<file path="config.mk">
export PLATFORM = sky130hd
export DESIGN_NAME = fetch_unit_flat
export DESIGN_NICKNAME = d
export VERILOG_FILES = /design/src/rtl/fetch_pkg.sv /design/src/rtl/fetch_unit_if.sv /design/src/rtl/fetch_ext_detect.sv /design/src/rtl/fetch_unit.sv /design/src/flat_wrapper.sv
export SDC_FILE = /design/constraint.sdc
export NUM_CORES = 1
export LEC_CHECK = 0
export CELL_PAD_IN_SITES_DETAIL_PLACEMENT = 1
export CELL_PAD_IN_SITES_GLOBAL_PLACEMENT = 2
export CORE_ASPECT_RATIO = 0.6
export CORE_MARGIN = 2
export CORE_UTILIZATION = 28
export DETAILED_ROUTE_END_ITERATION = 16
export GPL_TIMING_DRIVEN = 0
export PLACE_DENSITY = 0.95
export SLEW_MARGIN = 20
export SYNTH_ARGS = -nofsm -noshare
export SYNTH_HDL_FRONTEND = slang
export SYNTH_HIERARCHICAL = 1
export SYNTH_SLANG_ARGS = --single-unit
export TNS_END_PERCENT = 20
</file>
<file path="constraint.sdc">
create_clock -name clk -period 2.9 [get_ports clk]
set_input_delay 0.29 -clock clk [delete_from_list [all_inputs] [get_ports clk]]
set_output_delay 0.29 -clock clk [all_outputs]
set_load 0.05 [all_outputs]
</file>
<file path="src/rtl/fetch_pkg.sv">
// ============================================================================
// Module      : fetch_pkg
// Description : Shared encodings for the fetch stage and the two-word predicate.
// Revision    : 1.0 - initial release
// ============================================================================
`default_nettype none

package fetch_pkg;

    localparam logic [1:0]  CLS_IMM = 2'b00;
    localparam logic [1:0]  CLS_REG = 2'b01;
    localparam logic [1:0]  CLS_MEM = 2'b10;
    localparam logic [1:0]  CLS_LIT = 2'b11;

    localparam logic [4:0]  OP_LRLI = 5'b00010;
    localparam logic [4:0]  OP_CALL = 5'b01110;

    localparam logic [15:0] NOP     = 16'h0000;

    typedef enum logic [1:0] {
        ST_FETCH = 2'd0,
        ST_EXT   = 2'd1,
        ST_VALID = 2'd2
    } fetch_state_t;

endpackage

`default_nettype wire

</file>
<file path="src/rtl/fetch_unit_if.sv">
// ============================================================================
// Module      : fetch_unit_if
// Description : ROM, decode handshake and redirect signals of the fetch stage.
// Revision    : 1.0 - initial release
// ============================================================================
`default_nettype none

interface fetch_unit_if #(
    parameter int PC_W    = 8,
    parameter int INSTR_W = 16
);
    logic               fetch_en;
    logic [PC_W-1:0]    rom_addr;
    logic [INSTR_W-1:0] rom_data;
    logic               inst_valid;
    logic               inst_ready;
    logic [INSTR_W-1:0] inst_word;
    logic [INSTR_W-1:0] inst_ext;
    logic               inst_two_word;
    logic [PC_W-1:0]    inst_pc;
    logic               redirect_valid;
    logic [PC_W-1:0]    redirect_pc;

    modport master (
        input  fetch_en, rom_data, inst_ready, redirect_valid, redirect_pc,
        output rom_addr, inst_valid, inst_word, inst_ext, inst_two_word, inst_pc
    );

    modport slave (
        output fetch_en, rom_data, inst_ready, redirect_valid, redirect_pc,
        input  rom_addr, inst_valid, inst_word, inst_ext, inst_two_word, inst_pc
    );
endinterface

`default_nettype wire

</file>
<file path="src/rtl/fetch_ext_detect.sv">
// ============================================================================
// Module      : fetch_ext_detect
// Description : Flags opcode words that carry a following extension word.
// Revision    : 1.0 - initial release
// ============================================================================
`default_nettype none

module fetch_ext_detect
    import fetch_pkg::*;
(
    input  wire logic [15:0] i_word,
    output logic             o_is_two_word
);
    logic w_is_mem;
    logic w_op_match;

    assign w_is_mem      = (i_word[15:14] == CLS_MEM);
    assign w_op_match    = (i_word[13:9] == OP_LRLI) || (i_word[13:9] == OP_CALL);
    assign o_is_two_word = w_is_mem && w_op_match;
endmodule

`default_nettype wire

</file>
<file path="src/rtl/fetch_unit.sv">
// ============================================================================
// Module      : fetch_unit
// Description : PC owner, instruction register and two-word assembler feeding decode.
// Revision    : 1.0 - initial release
// ============================================================================
`default_nettype none

module fetch_unit
    import fetch_pkg::*;
#(
    parameter int              PC_W     = 8,
    parameter int              INSTR_W  = 16,
    parameter logic [PC_W-1:0] RESET_PC = '0
) (
    input  wire logic   clk,
    input  wire logic   rst_n,
    fetch_unit_if.master fu_bus
);
    localparam logic [PC_W-1:0] c_PC_ONE = {{(PC_W-1){1'b0}}, 1'b1};

    fetch_state_t       r_state;
    logic [PC_W-1:0]    r_pc;
    logic               r_inst_valid;
    logic [INSTR_W-1:0] r_inst_word;
    logic [INSTR_W-1:0] r_inst_ext;
    logic               r_inst_two_word;
    logic [PC_W-1:0]    r_inst_pc;

    logic               w_is_two_word;
    logic               w_take;

    fetch_ext_detect u_ext_detect (
        .i_word        (fu_bus.rom_data),
        .o_is_two_word (w_is_two_word)
    );

    // A new opcode word is captured from an empty slot or when the offered one is consumed.
    assign w_take = fu_bus.fetch_en &&
                    ((r_state == ST_FETCH) ||
                     ((r_state == ST_VALID) && fu_bus.inst_ready));

    always_ff @(posedge clk) begin
        if (!rst_n) begin
            r_state         <= ST_FETCH;
            r_pc            <= RESET_PC;
            r_inst_valid    <= 1'b0;
            r_inst_word     <= NOP;
            r_inst_ext      <= '0;
            r_inst_two_word <= 1'b0;
            r_inst_pc       <= '0;
        end else if (fu_bus.redirect_valid) begin
            r_state      <= ST_FETCH;
            r_pc         <= fu_bus.redirect_pc;
            r_inst_valid <= 1'b0;
        end else if (w_take) begin
            r_inst_word     <= fu_bus.rom_data;
            r_inst_pc       <= r_pc;
            r_pc            <= r_pc + c_PC_ONE;
            r_inst_ext      <= '0;
            r_inst_two_word <= w_is_two_word;
            r_inst_valid    <= !w_is_two_word;
            r_state         <= w_is_two_word ? ST_EXT : ST_VALID;
        end else begin
            case (r_state)
                ST_EXT: begin
                    r_inst_ext   <= fu_bus.rom_data;
                    r_pc         <= r_pc + c_PC_ONE;
                    r_inst_valid <= 1'b1;
                    r_state      <= ST_VALID;
                end
                ST_VALID: begin
                    if (fu_bus.inst_ready) begin
                        r_inst_valid <= 1'b0;
                        r_state      <= ST_FETCH;
                    end
                end
                ST_FETCH: begin
                    r_inst_valid <= 1'b0;
                end
                default: begin
                    r_inst_valid <= 1'b0;
                    r_state      <= ST_FETCH;
                end
            endcase
        end
    end

    assign fu_bus.rom_addr      = r_pc;
    assign fu_bus.inst_valid    = r_inst_valid;
    assign fu_bus.inst_word     = r_inst_word;
    assign fu_bus.inst_ext      = r_inst_ext;
    assign fu_bus.inst_two_word = r_inst_two_word;
    assign fu_bus.inst_pc       = r_inst_pc;
endmodule

`default_nettype wire

</file>
<file path="src/flat_wrapper.sv">
// flat-port wrapper written by rule: the top's interface ports become plain ports
module fetch_unit_flat import fetch_pkg::*;
#(
    parameter int              PC_W     = 8,
    parameter int              INSTR_W  = 16,
    parameter logic [PC_W-1:0] RESET_PC = '0
)
  (clk, rst_n, fu_bus_fetch_en, fu_bus_rom_data, fu_bus_inst_ready, fu_bus_redirect_valid, fu_bus_redirect_pc, fu_bus_rom_addr, fu_bus_inst_valid, fu_bus_inst_word, fu_bus_inst_ext, fu_bus_inst_two_word, fu_bus_inst_pc);
  fetch_unit_if #(.PC_W(PC_W), .INSTR_W(INSTR_W)) fu_bus_i ();
  input  wire logic clk;
  input  wire logic rst_n;
  input wire logic [$bits(fu_bus_i.fetch_en)-1:0] fu_bus_fetch_en;
  input wire logic [$bits(fu_bus_i.rom_data)-1:0] fu_bus_rom_data;
  input wire logic [$bits(fu_bus_i.inst_ready)-1:0] fu_bus_inst_ready;
  input wire logic [$bits(fu_bus_i.redirect_valid)-1:0] fu_bus_redirect_valid;
  input wire logic [$bits(fu_bus_i.redirect_pc)-1:0] fu_bus_redirect_pc;
  output wire logic [$bits(fu_bus_i.rom_addr)-1:0] fu_bus_rom_addr;
  output wire logic [$bits(fu_bus_i.inst_valid)-1:0] fu_bus_inst_valid;
  output wire logic [$bits(fu_bus_i.inst_word)-1:0] fu_bus_inst_word;
  output wire logic [$bits(fu_bus_i.inst_ext)-1:0] fu_bus_inst_ext;
  output wire logic [$bits(fu_bus_i.inst_two_word)-1:0] fu_bus_inst_two_word;
  output wire logic [$bits(fu_bus_i.inst_pc)-1:0] fu_bus_inst_pc;
  assign fu_bus_i.fetch_en = fu_bus_fetch_en;
  assign fu_bus_i.rom_data = fu_bus_rom_data;
  assign fu_bus_i.inst_ready = fu_bus_inst_ready;
  assign fu_bus_i.redirect_valid = fu_bus_redirect_valid;
  assign fu_bus_i.redirect_pc = fu_bus_redirect_pc;
  assign fu_bus_rom_addr = fu_bus_i.rom_addr;
  assign fu_bus_inst_valid = fu_bus_i.inst_valid;
  assign fu_bus_inst_word = fu_bus_i.inst_word;
  assign fu_bus_inst_ext = fu_bus_i.inst_ext;
  assign fu_bus_inst_two_word = fu_bus_i.inst_two_word;
  assign fu_bus_inst_pc = fu_bus_i.inst_pc;
  fetch_unit #(.PC_W(PC_W), .INSTR_W(INSTR_W), .RESET_PC(RESET_PC)) u_core (.clk(clk), .rst_n(rst_n), .fu_bus(fu_bus_i));
endmodule
</file>
# Yosys cells after proc, flatten, opt, wreduce, memory -nomap -nowiden
# Cells that the tools add are included.
[word_totals] ff_bits=52 out_inout_bits=50 elab_cells=42 in_bits=29
[op_classes] n_reduce_logical=13 n_mux=12 eq_ne=7 n_addsub=1 bitwise=2
[op_table] op="$mux W16" count=2
[op_table] op="$mux W8" count=3
[op_table] op="$add A8 B1 Y8 const B" count=1
[op_table] op="$mux W2" count=3
[op_table] op="$pmux W2 S3" count=1
[op_table] op="$reduce_and A2 Y1" count=3
[op_table] op="$eq A5 B2 Y1 const B" count=1
[op_table] op="$eq A5 B4 Y1 const B" count=1
[op_table] op="$eq A2 B2 Y1 const B" count=2
[op_table] op="$logic_and A1 B1 Y1" count=3
[op_table] op="$ne A3 B2 Y1 const B" count=1
[op_table] op="$reduce_bool A3 Y1" count=1
[op_table] op="$eq A2 B1 Y1 const B" count=1
[op_table] op="$logic_not A2 Y1" count=1
[op_table] op="$logic_or A1 B1 Y1" count=2
[op_table] op="$mux W1" count=2
[op_table] op="$ne A2 B1 Y1 const B" count=1
[op_table] op="$not A1 Y1" count=2
[op_table] op="$pmux W1 S2" count=1
[op_table] op="$reduce_bool A2 Y1" count=1
[op_table] op="$reduce_or A2 Y1" count=1
[op_table] op="$logic_not A1 Y1" count=1

# Depth between registers and ports, before layout
[depth] word_depth=6 mapped_depth=7 ltp_nobuf=6

# Cells and area by module
# Netlist, hierarchy kept.
[modules_own_cells] mod="fetch_unit" area_per_inst_um2=2274.7 seq_area_each_um2=1041.0 n_inst=1 cells_per_inst=254
[modules_own_cells] mod="fetch_ext_detect" area_per_inst_um2=27.5 seq_area_each_um2=0.0 n_inst=1 cells_per_inst=3

# Worst setup path after synthesis
# OpenSTA, ideal clock, no wires.
[synth_timing] path_type="register to register" from="register u_core.r_pc[2], in the netlist u_core/fu_bus.rom_addr[2]" to="register u_core.r_pc[7], in the netlist u_core/fu_bus.rom_addr[7]" arrival_ns=1.557 synth_period_minus_slack_ns=1.689 setup_slack_ns=1.211 path_stages_with_launch=5 setup_time_ns=0.132 t_required_ns=2.768 cell_sequence="dfxtp_1 > nand4_1 > a2111oi_4 > xnor2_1 > a21oi_1"
[synth_via] elab_chain_cells=4
[synth_rtl] item="start, declared" line_no="fetch_unit.sv:22" source="logic [PC_W-1:0] r_pc;"
[synth_rtl] item="start signal, assigned" line_no="fetch_unit.sv:53" source="r_pc <= fu_bus.redirect_pc;"
[synth_rtl] item="start signal, assigned" line_no="fetch_unit.sv:58" source="r_pc <= r_pc + c_PC_ONE;"
[synth_rtl] item="start signal, assigned" line_no="fetch_unit.sv:67" source="r_pc <= r_pc + c_PC_ONE;"
[synth_rtl] item="$add A8 B1 Y8 (*)" line_no="fetch_unit.sv:58, fetch_unit.sv:67"
[synth_rtl] item="$mux W8" line_no="fetch_unit.sv:64" source="case (r_state)"
[synth_rtl] item="$mux W8 (*)" line_no="fetch_unit.sv:55" source="end else if (w_take) begin"
[synth_rtl] item="$mux W8 (*)" line_no="fetch_unit.sv:51" source="end else if (fu_bus.redirect_valid) begin"
# Mark *: on every way between the ends. The rest lies on a longest branch, timed or not. The select of a mux whose other input is x is not followed.
# A chain may end at the register's enable or synchronous reset.

# Worst setup path in the final report
[layout_timing] from="register u_core.r_pc[2], in the netlist u_core/fu_bus.rom_addr[2]" to="output port fu_bus_rom_addr[2]"
[layout_lines] item="end, declared" line_no="flat_wrapper.sv:17" source="output wire logic [$bits(fu_bus_i.rom_addr)-1:0] fu_bus_rom_addr;"
# No word-level cell between the ends.

==> out/results.ini <==
[run_status]
status=completed

[cells_and_area]
regArea_mm2=0.00104
utilization_pct=42.5
final_cell_mix=clkdlybuf4s50_1, dfxtp_1, nand2_1
syn_to_final_growth_pct=46.1
multi_input_area_mm2=0.00112
final_area_mm2=0.00336
final_common_cell=clkdlybuf4s50_1
num-nets-final=370
nFillCells=924
drive_gt1_share_pct=9.68

[clock_network]
hold_buffers=0
clkTransAtPathRegs_ps=70
cts_root_buffer=clkbuf_16
clock_path_buffers=2
cts_setup_buffers=0
clock_latency_ps=290
cts_tree=done
htree_levels=2
cts_buffers=5
post_cts_resized=0
clock_sinks=52

[sta]
slew_violations=0
period_minus_slack_ps=1930
worst_pin_slew_ps=566
skew_ps=9.35
hold_viol=0
holdWs_ps=401
setup_viol=0
finalSetupTns_ps=0
relSlewSlack_pct=62.1
fmax_mhz=517
fin_crit_sh_pct=66.6
grt_setup_unrepaired=false

[detailed_routing]
wl_per_cell_um=16.7
wirelength_um=7520
vias_per_cell=4.81
drt_pre_antenna_iters=4
drt_iter0_drc=77
routed-via-count=2165
drc=0
ant_nets=0

[placed_design]
hpwl_um=5680
post_dp_cell_area_mm2=0.00320
gp_congestion=0.816
io_buffer_count=76

[critical_path]
critical_path_peak_fanout=7
cpPeakStageDelay_ps=870
cp.buffers_inverters=1
end_kind=output port
cp.required_ps=2610
critPathTopFamily=buffers and inverters
cp.arrival_ps=1640
critPathLaunchType=register
slowest_stage=clkdlybuf4s50_1
worstSetupPathType=reg2out
path_cells=clkdlybuf4s50_1

[grt]
grt_antenna_before_repair=0
grt_overflow=0
grt_pass1_vias=2227
grt_pass1_wl_um=11700
grt_max_degree=16
grt_use_total_pct=17.0

[synthesis]
ys_ff_latch=52
yosysTopAreaCell=dfxtp_1
synth.distinct_cells=33
synthCells=257
synth.top_cell.area_share_pct=45.2
synthTopCellsByArea=dfxtp_1, a21boi_0, o21ai_0
synth_nets=287
ys_seq_area_share_pct=45.2
netlist_area_mm2=0.00230
syn_avg_cell_area_um2=8.96
yosysWarnings=6

[power]
powerDensity_mw_per_mm2=532
p_leak_uw=0.00111
p_total_uw=1790
ir_drop_mv=0.247

[floorplan]
dieHeight_um=74.2
fp.dieW_um=121
fp-row-count=25
die-area_mm2=0.00899
io_pins=79
coreArea_mm2=0.00791
initial_core_util_pct=29.1

[hold_path]
hold_class=in2reg

[run]
drv_cap=0

## worst reg2reg max path, stage by stage, from the launching register on
cell and delay [ps]:
dfxtp_1 310, buf_6 130, nand2b_4 130, buf_6 140
a211oi_4 420, buf_6 210, nand3_1 100, a21boi_2 160
## cells in the mapped netlist
master	number
a2111oi_4	1
a211o_2	1
a21oi_1	10
and4_1	1
ha_1	1
o211ai_1	1
a221oi_1	1
nand3b_1	1
xnor2_1	8
and4b_2	1
dfxtp_1	52
a21boi_2	10
nand3_1	17
nor2_1	2
nand2b_4	1
clkbuf_1	11
a21boi_1	2
buf_2	3
nand2b_1	2
o21bai_1	1
a21boi_0	29
inv_1	4
mux2i_1	1
nand2_1	45
a211oi_4	1
nor3_1	1
clkbuf_4	1
nor3_2	1
buf_4	1
o21ai_0	35
a211oi_1	5
buf_6	5
nand4_1	1
## per-stage QoR
stage / std cells / worst slack (ps)
floorplan: 257 / 1210
global placement: 441 / 899
detailed placement: 441 / 824
CTS: 449 / 967
global route: 449 / 909
finish: 450 / 967
## state kept, by name, summed over array words and instances (netlist names)
register / cells
u_core/fu_bus.inst_word: 16
u_core/fu_bus.inst_pc: 8
u_core/r_state: 2
u_core/fu_bus.rom_addr: 8
u_core/fu_bus.inst_ext: 16
u_core/fu_bus.inst_two_word: 1
u_core/fu_bus.inst_valid: 1
## worst paths after layout
path	start	to	slack, ps	cells past startpoint
min	fu_bus_redirect_valid	u_core/fu_bus.inst_word[1]	400	3
min reg2reg	u_core/fu_bus.inst_ext[7]	u_core/fu_bus.inst_ext[7]	460	2
max reg2reg	u_core/r_state[0]	u_core/fu_bus.inst_ext[15]	1230	7
max	u_core/fu_bus.rom_addr[2]	fu_bus_rom_addr[2]	970	1
## where the power goes
part	total (uW)	internal, uW	switching [uW]
clock network	673	407	266
logic	345	131	214
registers	772	745	27.2
total	1790	1280	507
## metal layers
layer	wire length, um	global-route usage, %	vias up
met2	3120	25.2	63
met5	0	0	-
met1	3860	24.3	1042
met4	27	3.10	0
met3	511	5.44	4
li1	-	-	1056
## area by class of cell
cell class              instances  share of cell area [%]
clock buffers                   6                    3.83
clock inverters                 2                    1.04
plain buffers                  21                    3.79
inverters                       4                   0.446
diodes                          1                  0.0744
well taps                     108                    4.02
flip-flops and latches         52                    30.9
multi-input cells             180                    33.2
repair buffers                 76                    22.6
## cell families after synthesis
| kind of cell | count (synthesis) | share of synthesized area (%) |
|---|---|---|
| AOI/OAI and AO/OA | 97 | 29.9 |
| and+or+nand+nor | 73 | 14.6 |
| DFF | 52 | 45.2 |
| buffers and inverters | 25 | 6.20 |
| xor gates and xnor gates | 8 | 3.04 |
| muxes | 1 | 0.435 |
| adders and majority gates | 1 | 0.543 |
Note: power is estimated with default switching activity, not from simulation.
